[src/rtl/core_pkg.sv]
// core_pkg: shared core widths, constants and the fetch-entry type.
package core_pkg;
  localparam int XLEN = 32;
  localparam logic [XLEN-1:0] INST_NOP = 32'h0000_0013;
  typedef struct packed {
    logic [XLEN-1:0] pc;
    logic [XLEN-1:0] inst;
  } fetch_entry_t;
endpackage

[src/rtl/fetch_buffer.sv]
// fetch_buffer: small FIFO of fetched {pc, inst} entries; head reads as zero when empty.
module fetch_buffer
  import core_pkg::*;
#(
  parameter int DEPTH = 2,
  localparam int AW = $clog2(DEPTH),
  localparam int CW = $clog2(DEPTH + 1)
) (
  input  logic         clk,
  input  logic         reset,
  input  logic         push,
  input  logic         pop,
  input  logic         flush,
  input  fetch_entry_t din,
  output fetch_entry_t head,
  output logic [CW-1:0] count
);
  fetch_entry_t mem [DEPTH];
  logic [AW-1:0] rd, wr;
  logic do_push, do_pop;
  assign do_pop = pop && count != '0;
  assign do_push = push && (count < CW'(DEPTH) || do_pop);
  assign head = count != '0 ? mem[rd] : '0;
  always_ff @(posedge clk or posedge reset) begin
    if (reset) begin
      rd <= '0;
      wr <= '0;
      count <= '0;
      for (int i = 0; i < DEPTH; i++) mem[i] <= '0;
    end else if (flush) begin
      rd <= '0;
      wr <= '0;
      count <= '0;
    end else begin
      if (do_push) begin
        mem[wr] <= din;
        wr <= wr + 1'b1;
      end
      if (do_pop) rd <= rd + 1'b1;
      count <= count + CW'(do_push) - CW'(do_pop);
    end
  end
endmodule

[src/rtl/inst_fetch.sv]
// inst_fetch: PC sequencing, one-cycle memory request tracking and redirect handling feeding fetch_buffer.
module inst_fetch
  import core_pkg::*;
#(
  parameter logic [31:0] RESET_PC = 32'h0000_0000,
  parameter int BUF_DEPTH = 2
) (
  input  logic        clk,
  input  logic        reset,
  output logic [31:0] imem_addr,
  input  logic [31:0] imem_inst,
  input  logic        redirect_valid,
  input  logic [31:0] redirect_pc,
  output logic        out_valid,
  input  logic        out_ready,
  output logic [31:0] out_pc,
  output logic [31:0] out_inst
);
  localparam int CW = $clog2(BUF_DEPTH + 1);
  logic [XLEN-1:0] pc_q, req_pc_q;
  logic inflight_q, pop, issue;
  logic [CW-1:0] count;
  logic [CW:0] occ;
  fetch_entry_t head;
  assign imem_addr = pc_q;
  assign pop = out_valid & out_ready;
  // Occupancy counts the word still in flight so the buffer can never overflow.
  assign occ = {1'b0, count} + (CW+1)'(inflight_q) - (CW+1)'(pop);
  assign issue = !redirect_valid && occ < (CW+1)'(BUF_DEPTH);
  assign out_valid = count != '0;
  assign out_pc = head.pc;
  assign out_inst = head.inst;
  always_ff @(posedge clk or posedge reset) begin
    if (reset) begin
      pc_q <= {RESET_PC[31:2], 2'b00};
      req_pc_q <= '0;
      inflight_q <= 1'b0;
    end else if (redirect_valid) begin
      pc_q <= {redirect_pc[31:2], 2'b00};
      inflight_q <= 1'b0;
    end else begin
      inflight_q <= issue;
      if (issue) begin
        req_pc_q <= pc_q;
        pc_q <= pc_q + 32'd4;
      end
    end
  end
  fetch_buffer #(.DEPTH(BUF_DEPTH)) u_buf (
    .clk(clk),
    .reset(reset),
    .push(inflight_q & ~redirect_valid),
    .pop(pop & ~redirect_valid),
    .flush(redirect_valid),
    .din('{pc: req_pc_q, inst: imem_inst}),
    .head(head),
    .count(count)
  );
endmodule

[config.mk]
export PLATFORM = sky130hd
export DESIGN_NAME = inst_fetch
export DESIGN_NICKNAME = d
export VERILOG_FILES = /design/src/rtl/core_pkg.sv /design/src/rtl/fetch_buffer.sv /design/src/rtl/inst_fetch.sv
export SDC_FILE = /design/constraint.sdc
export NUM_CORES = 1
export LEC_CHECK = 0
export ABC_AREA = 0
export BUFFER_PORTS_ARGS = -buffer_cell sky130_fd_sc_hd__buf_2
export CORE_ASPECT_RATIO = 1.1
export CORE_MARGIN = 2
export CORE_UTILIZATION = 30
export DETAILED_ROUTE_END_ITERATION = 6
export SYNTH_ARGS = -nofsm -noshare
export SYNTH_HDL_FRONTEND = slang
export SYNTH_SLANG_ARGS = --single-unit
[constraint.sdc]
create_clock -name clk -period 5.8 [get_ports clk]
set_input_delay 0.87 -clock clk [delete_from_list [all_inputs] [get_ports clk]]
set_output_delay 0.87 -clock clk [all_outputs]
set_load 0.05 [all_outputs]
Word-level counts from Yosys, hierarchy flattened:

Index checks and enable logic that the tools add are counted.

* flip-flop bits (word level): 197
* logic and storage cells: 55
* output and inout port bits: 97
* input bits: 68

* mux-type cells: 15
* reduce and logical (&&, ||, !) cells: 12
* bitwise logic cells: 6
* order comparisons: 5
* $add $sub $neg: 7

Operator list (count)
* 64-bit two-way mux: 5
* 128-bit bitwise mux: 1
* 64-bit demux with 1-bit select: 1
* 32-bit two-way mux: 2
* 32-bit by 3-bit adder with 32-bit output, second input constant: 1
* 2-bit nonzero test: 4
* 1-bit two-way mux: 5
* 2-bit >= comparator, second input constant: 2
* 1-bit logical AND: 4
* 1-bit inverter with 2-bit output: 2
* 2-bit AND reduction: 2
* 2-bit by 1-bit adder with 3-bit output: 1
* 1-bit AND: 3
* 3-bit by 2-bit < comparator with 1-bit output, second input constant: 1
* 3-bit by 1-bit subtractor with 3-bit output: 1
* 1-bit adder, second input constant: 2
* 2-bit by 1-bit adder with 2-bit output: 1
* 2-bit by 1-bit < comparator with 1-bit output, second input constant: 1
* 2-bit < comparator, second input constant: 1
* 2-bit two-way mux: 1
* 2-bit by 1-bit subtractor with 2-bit output: 1
* 1-bit zero test: 1
* 1-bit logical OR: 1
* 1-bit inverter: 1

Depth between registers and ports, before layout:

* depth in word-level cells: 9
* depth in mapped cells: 11
* gate-level depth less buffers: 10

By module:

A second synthesis with hierarchy kept.

* cell total of the unflattened synthesis: 744
* area total of the unflattened synthesis: 9245.1 µm²

Modules (own cells, without submodules)
* fetch_buffer: cells each 436, times used 1, area an instance 6085.8 µm²
* inst_fetch: cells each 308, times used 1, area an instance 3159.3 µm²

Worst setup path after synthesis:

OpenSTA, ideal clock, no wires.

* path type: input to register
* from: input out_ready
* to: register pc_q[24] (netlist: imem_addr[24])
* path slack: 2527 ps
* required time: 5675 ps
* setup time: 125 ps
* data arrival time: 3148 ps
* stages on the path: 9
* path through: nor2b_1 > ha_1 > nand2b_1 > fa_1 > nand4_1 > nor4_4 > nand4_1 > xnor2_1 > mux2_2

* word-level cells in the longest chain between the ends: 5

RTL lines
* from (decl): line inst_fetch.sv:15 `input logic out_ready,`
* 1-bit AND: line inst_fetch.sv:26 `assign pop = out_valid & out_ready;`
* 3-bit by 1-bit subtractor with 3-bit output: line inst_fetch.sv:28 `assign occ = {1'b0, count} + (CW+1)'(inflight_q) - (CW+1)'(pop);`
* 3-bit by 2-bit < comparator with 1-bit output: line inst_fetch.sv:29 `assign issue = !redirect_valid && occ < (CW+1)'(BUF_DEPTH);`
* 1-bit logical AND: line inst_fetch.sv:29
* 2-bit nonzero test (no line)
* to (signal assigned): line inst_fetch.sv:35 `pc_q <= {RESET_PC[31:2], 2'b00};`
* to (signal assigned): line inst_fetch.sv:39 `pc_q <= {redirect_pc[31:2], 2'b00};`
* to (signal assigned): line inst_fetch.sv:45 `pc_q <= pc_q + 32'd4;`
* to (decl): line inst_fetch.sv:20 `logic [XLEN-1:0] pc_q, req_pc_q;`

Every way passes these cells.
A chain may end at the register's enable or synchronous reset.

Worst setup path after layout:

* from: register u_buf.count[1]
* to: register req_pc_q[24]

* word-level cells in the longest chain between the ends: 6

RTL lines
* from (decl): line fetch_buffer.sv:16 `output logic [CW-1:0] count`
* from (signal assigned): line fetch_buffer.sv:40 `count <= count + CW'(do_push) - CW'(do_pop);`
* parallel branches: the longest is 2 deep, another holds 2-bit by 1-bit adder with 3-bit output
* 3-bit by 1-bit subtractor with 3-bit output *: line inst_fetch.sv:28
* 3-bit by 2-bit < comparator with 1-bit output *: line inst_fetch.sv:29
* 1-bit logical AND *: line inst_fetch.sv:29
* 2-bit AND reduction (no line) *
* to (signal assigned): line inst_fetch.sv:44 `req_pc_q <= pc_q;`
* to (decl): line inst_fetch.sv:20

Every way passes the cells marked *.

==> results.py <==
metrics = {
    "setup_path": {
        "path_max_fanout": 31,
        "critPathKind": "register to register",
        "worst_path_max_delay_cell": "nor2_4",
        "slowest_delay_ns": 0.84,
        "r2r_slack_ns": 2.03,
        "crit_top_cell": "nor2_4",
        "cp_data_arrival_time_ns": 4.09,
        "startpoint_type": "register",
        "worstSetupEndpointType": "register",
        "required_ns": 6.11,
        "r2r-start": "u_buf.count[1]",
        "rr_worst_depth": 9,
        "reg2reg_to": "req_pc_q[24]",
        "path_cells": "nor2_4, nor2b_1, ha_1, nand2b_1, fa_1, xnor2_1, nand2_1, nor2_4, mux2_2",
    },
    "clocking": {
        "worstSkewPairLatency_ns": 0.44,
        "cts-resized-gates": 0,
        "clk_pin_slew_ns": 0.08,
        "ctsHoldBuffers": 0,
        "cts.sinks": 189,
        "cts_tree": "built",
        "root_buffer": "clkbuf_16",
        "cts.htree.levels": 4,
        "cts_buffers": 17,
        "clock_path_buffers": 2,
        "post_cts_buffers": 0,
    },
    "logic_synthesis": {
        "syn_inst": 694,
        "synth-seq-area-share_pct": 54.6,
        "synthTopCellsByArea": "dfrtp_1, mux2_2, mux2i_1",
        "yosys_warnings": 0,
        "synth_seq_cells": 189,
        "syn_area_um2": 8670,
        "synth_xor_area_share_pct": 3.55,
        "synth_top_family_by_area": "multiplexers",
        "yosysTopAreaCell": "dfrtp_1",
        "yosys.area_share.simple_pct": 8.73,
        "yosys-mux-area-fraction_pct": 27.7,
        "yosysTopAreaCellShare_pct": 54.6,
        "synth_compound_area_share_pct": 1.78,
        "synthAdderAreaFrac_pct": 0.808,
        "yosys.cell_types.count": 35,
        "syn_avg_cell_area_um2": 12.5,
    },
    "timing": {
        "worst_pin_slew_ns": 1.05,
        "hold_slack_ns": 0.506,
        "maxSlewHeadroom_pct": 29.7,
        "hold_violations": 0,
        "finalClockSkew_ns": 0.0128,
        "timing.final.max_slew_violations": 0,
        "fin_crit_ns": 3.77,
        "setup_violations": 0,
        "fin_setup_tns_ns": 0,
        "fmax_mhz": 265,
        "rsz0062_at_grt": "no",
        "period_share_pct": 65.1,
    },
    "place": {
        "portBuffers": 158,
        "place.gp.congestion": 0.705,
        "hpwl_um": 12700,
    },
    "detailed_routing": {
        "drt-wirelength-per-cell_um": 16.7,
        "drtIter0Drc": 345,
        "via_per_inst": 4.73,
        "via_count": 5760,
        "drc": 0,
        "postRouteAntennaNets": 0,
        "first_pass_iters": 4,
        "totalWireLength_um": 20400,
    },
    "run": {
        "drv_cap": 0,
    },
    "global_routing": {
        "overflow": 0,
        "grt_max_degree": 190,
        "grt_pass1_vias": 5934,
        "antenna_found_initial": 1,
        "grt_use_total_pct": 13.9,
        "grt_pass1_wl_um": 33200,
    },
    "power_and_ir_drop": {
        "ir_drop_mv": 0.357,
        "p_total_uw": 6310,
        "leakagePower_uw": 0.00464,
        "power_density_nw_per_um2": 607,
    },
    "die": {
        "core_area_um2": 28500,
        "io_pins": 165,
        "die_w_um": 166,
        "design.die.area_um2": 30300,
        "chipHeight_um": 182,
        "num_rows": 65,
        "initial_core_util_pct": 30.4,
    },
    "finish": {
        "nets": 910,
        "final_cell_mix": "dfrtp_1, buf_2, mux2_2",
        "syn_to_final_growth_pct": 19.8,
        "drive_gt1_share_pct": 42.4,
        "final_common_cell": "dfrtp_1",
    },
    "status": {
        "status": "finished, final reports clean",
    },
    "hold_path": {
        "hp-start": "u_buf.mem[4]",
        "holdPathStages": 1,
        "hp-class": "register to register",
        "holdPathEnd": "u_buf.mem[4]",
    },
}
## worst max path at each step
stage / start / to / cells past startpoint
4_1_cts: u_buf.count[1] / req_pc_q[24] / 9
3_3_place_gp: out_ready / req_pc_q[19] / 9
2_1_floorplan: reset / imem_addr[10] / 1
6_report: u_buf.count[1] / req_pc_q[24] / 9
5_1_grt: u_buf.count[1] / req_pc_q[25] / 9
3_5_place_dp: out_ready / req_pc_q[16] / 9
## power by group
group | switching (uW) | internal [uW] | total, uW
Sequential | 392 | 1900 | 2290
Combinational | 1760 | 1100 | 2860
Clock | 580 | 578 | 1160
Total | 2730 | 3580 | 6310
## metrics by stage
| stage | setup WS (ns) | util, % | instances | instance area, um^2 |
|---|---|---|---|---|
| after floorplan | 2.50 | - | 697 | 8680 |
| after global placement | 1.69 | 34.4 | 1186 | 9810 |
| after detailed placement | 1.67 | 34.4 | 1186 | 9810 |
| after CTS | 1.96 | 36.4 | 1218 | 10400 |
| after global routing | 1.73 | 36.4 | 1218 | 10400 |
| final | 2.03 | 36.4 | 1219 | 10400 |
## routing by layer
metal,routed length (um),vias to the layer above,track usage (%)
met2,9690,118,22.8
li1,-,2702,-
met5,0,-,0
met3,881,11,3.12
met1,9630,2929,18.7
met4,194,0,3.72
## worst max-delay path: cells and delay by family, from the launching register on
kind	cells	cell delay (ns)
AND/OR/NAND/NOR	5	1.48
adder cells (fa/ha/maj)	2	0.73
flip-flops	1	0.61
multiplexers	1	0.42
XOR/XNOR	1	0.41
## final cells by class
class,count,area (um^2)
multi-input cells,458,3730
repair buffers,163,853
fillers,2870,18200
diodes,1,2.50
clock buffers,18,429
well taps,368,460
flip-flops and latches,189,4730
clock inverters,14,138
inverters,8,33.8
## registers in the layout (all words and copies together), names as in the netlist
register	cells
inflight_q	1
u_buf.wr	1
req_pc_q	30
u_buf.mem	124
u_buf.count	2
u_buf.rd	1
imem_addr	30
## cell usage after synthesis (all sizes together)
library cell	number
nor2	77
mux2i	63
a22oi	1
a31oi	1
nand3b	1
and3	6
and2	1
and4	2
nand3	13
nand2b	1
mux2	157
nand2	38
o21ai	28
xnor2	15
or3	2
or4	1
dfrtp	189
nor2b	3
nor3	8
conb	1
clkbuf	15
buf	27
nand4b	1
inv	8
nand4	11
ha	4
nor4	1
xor2	18
fa	1
## logic make-up after synthesis
logic type | Yosys count
multiplexers | 220
flip-flops | 189
AND/OR/NAND/NOR | 166
buffers and inverters | 50
XOR/XNOR | 33
AO/OA/AOI/OAI | 30
adder cells (fa/ha/maj) | 5
other | 1
(Power assumes the default switching activity.)
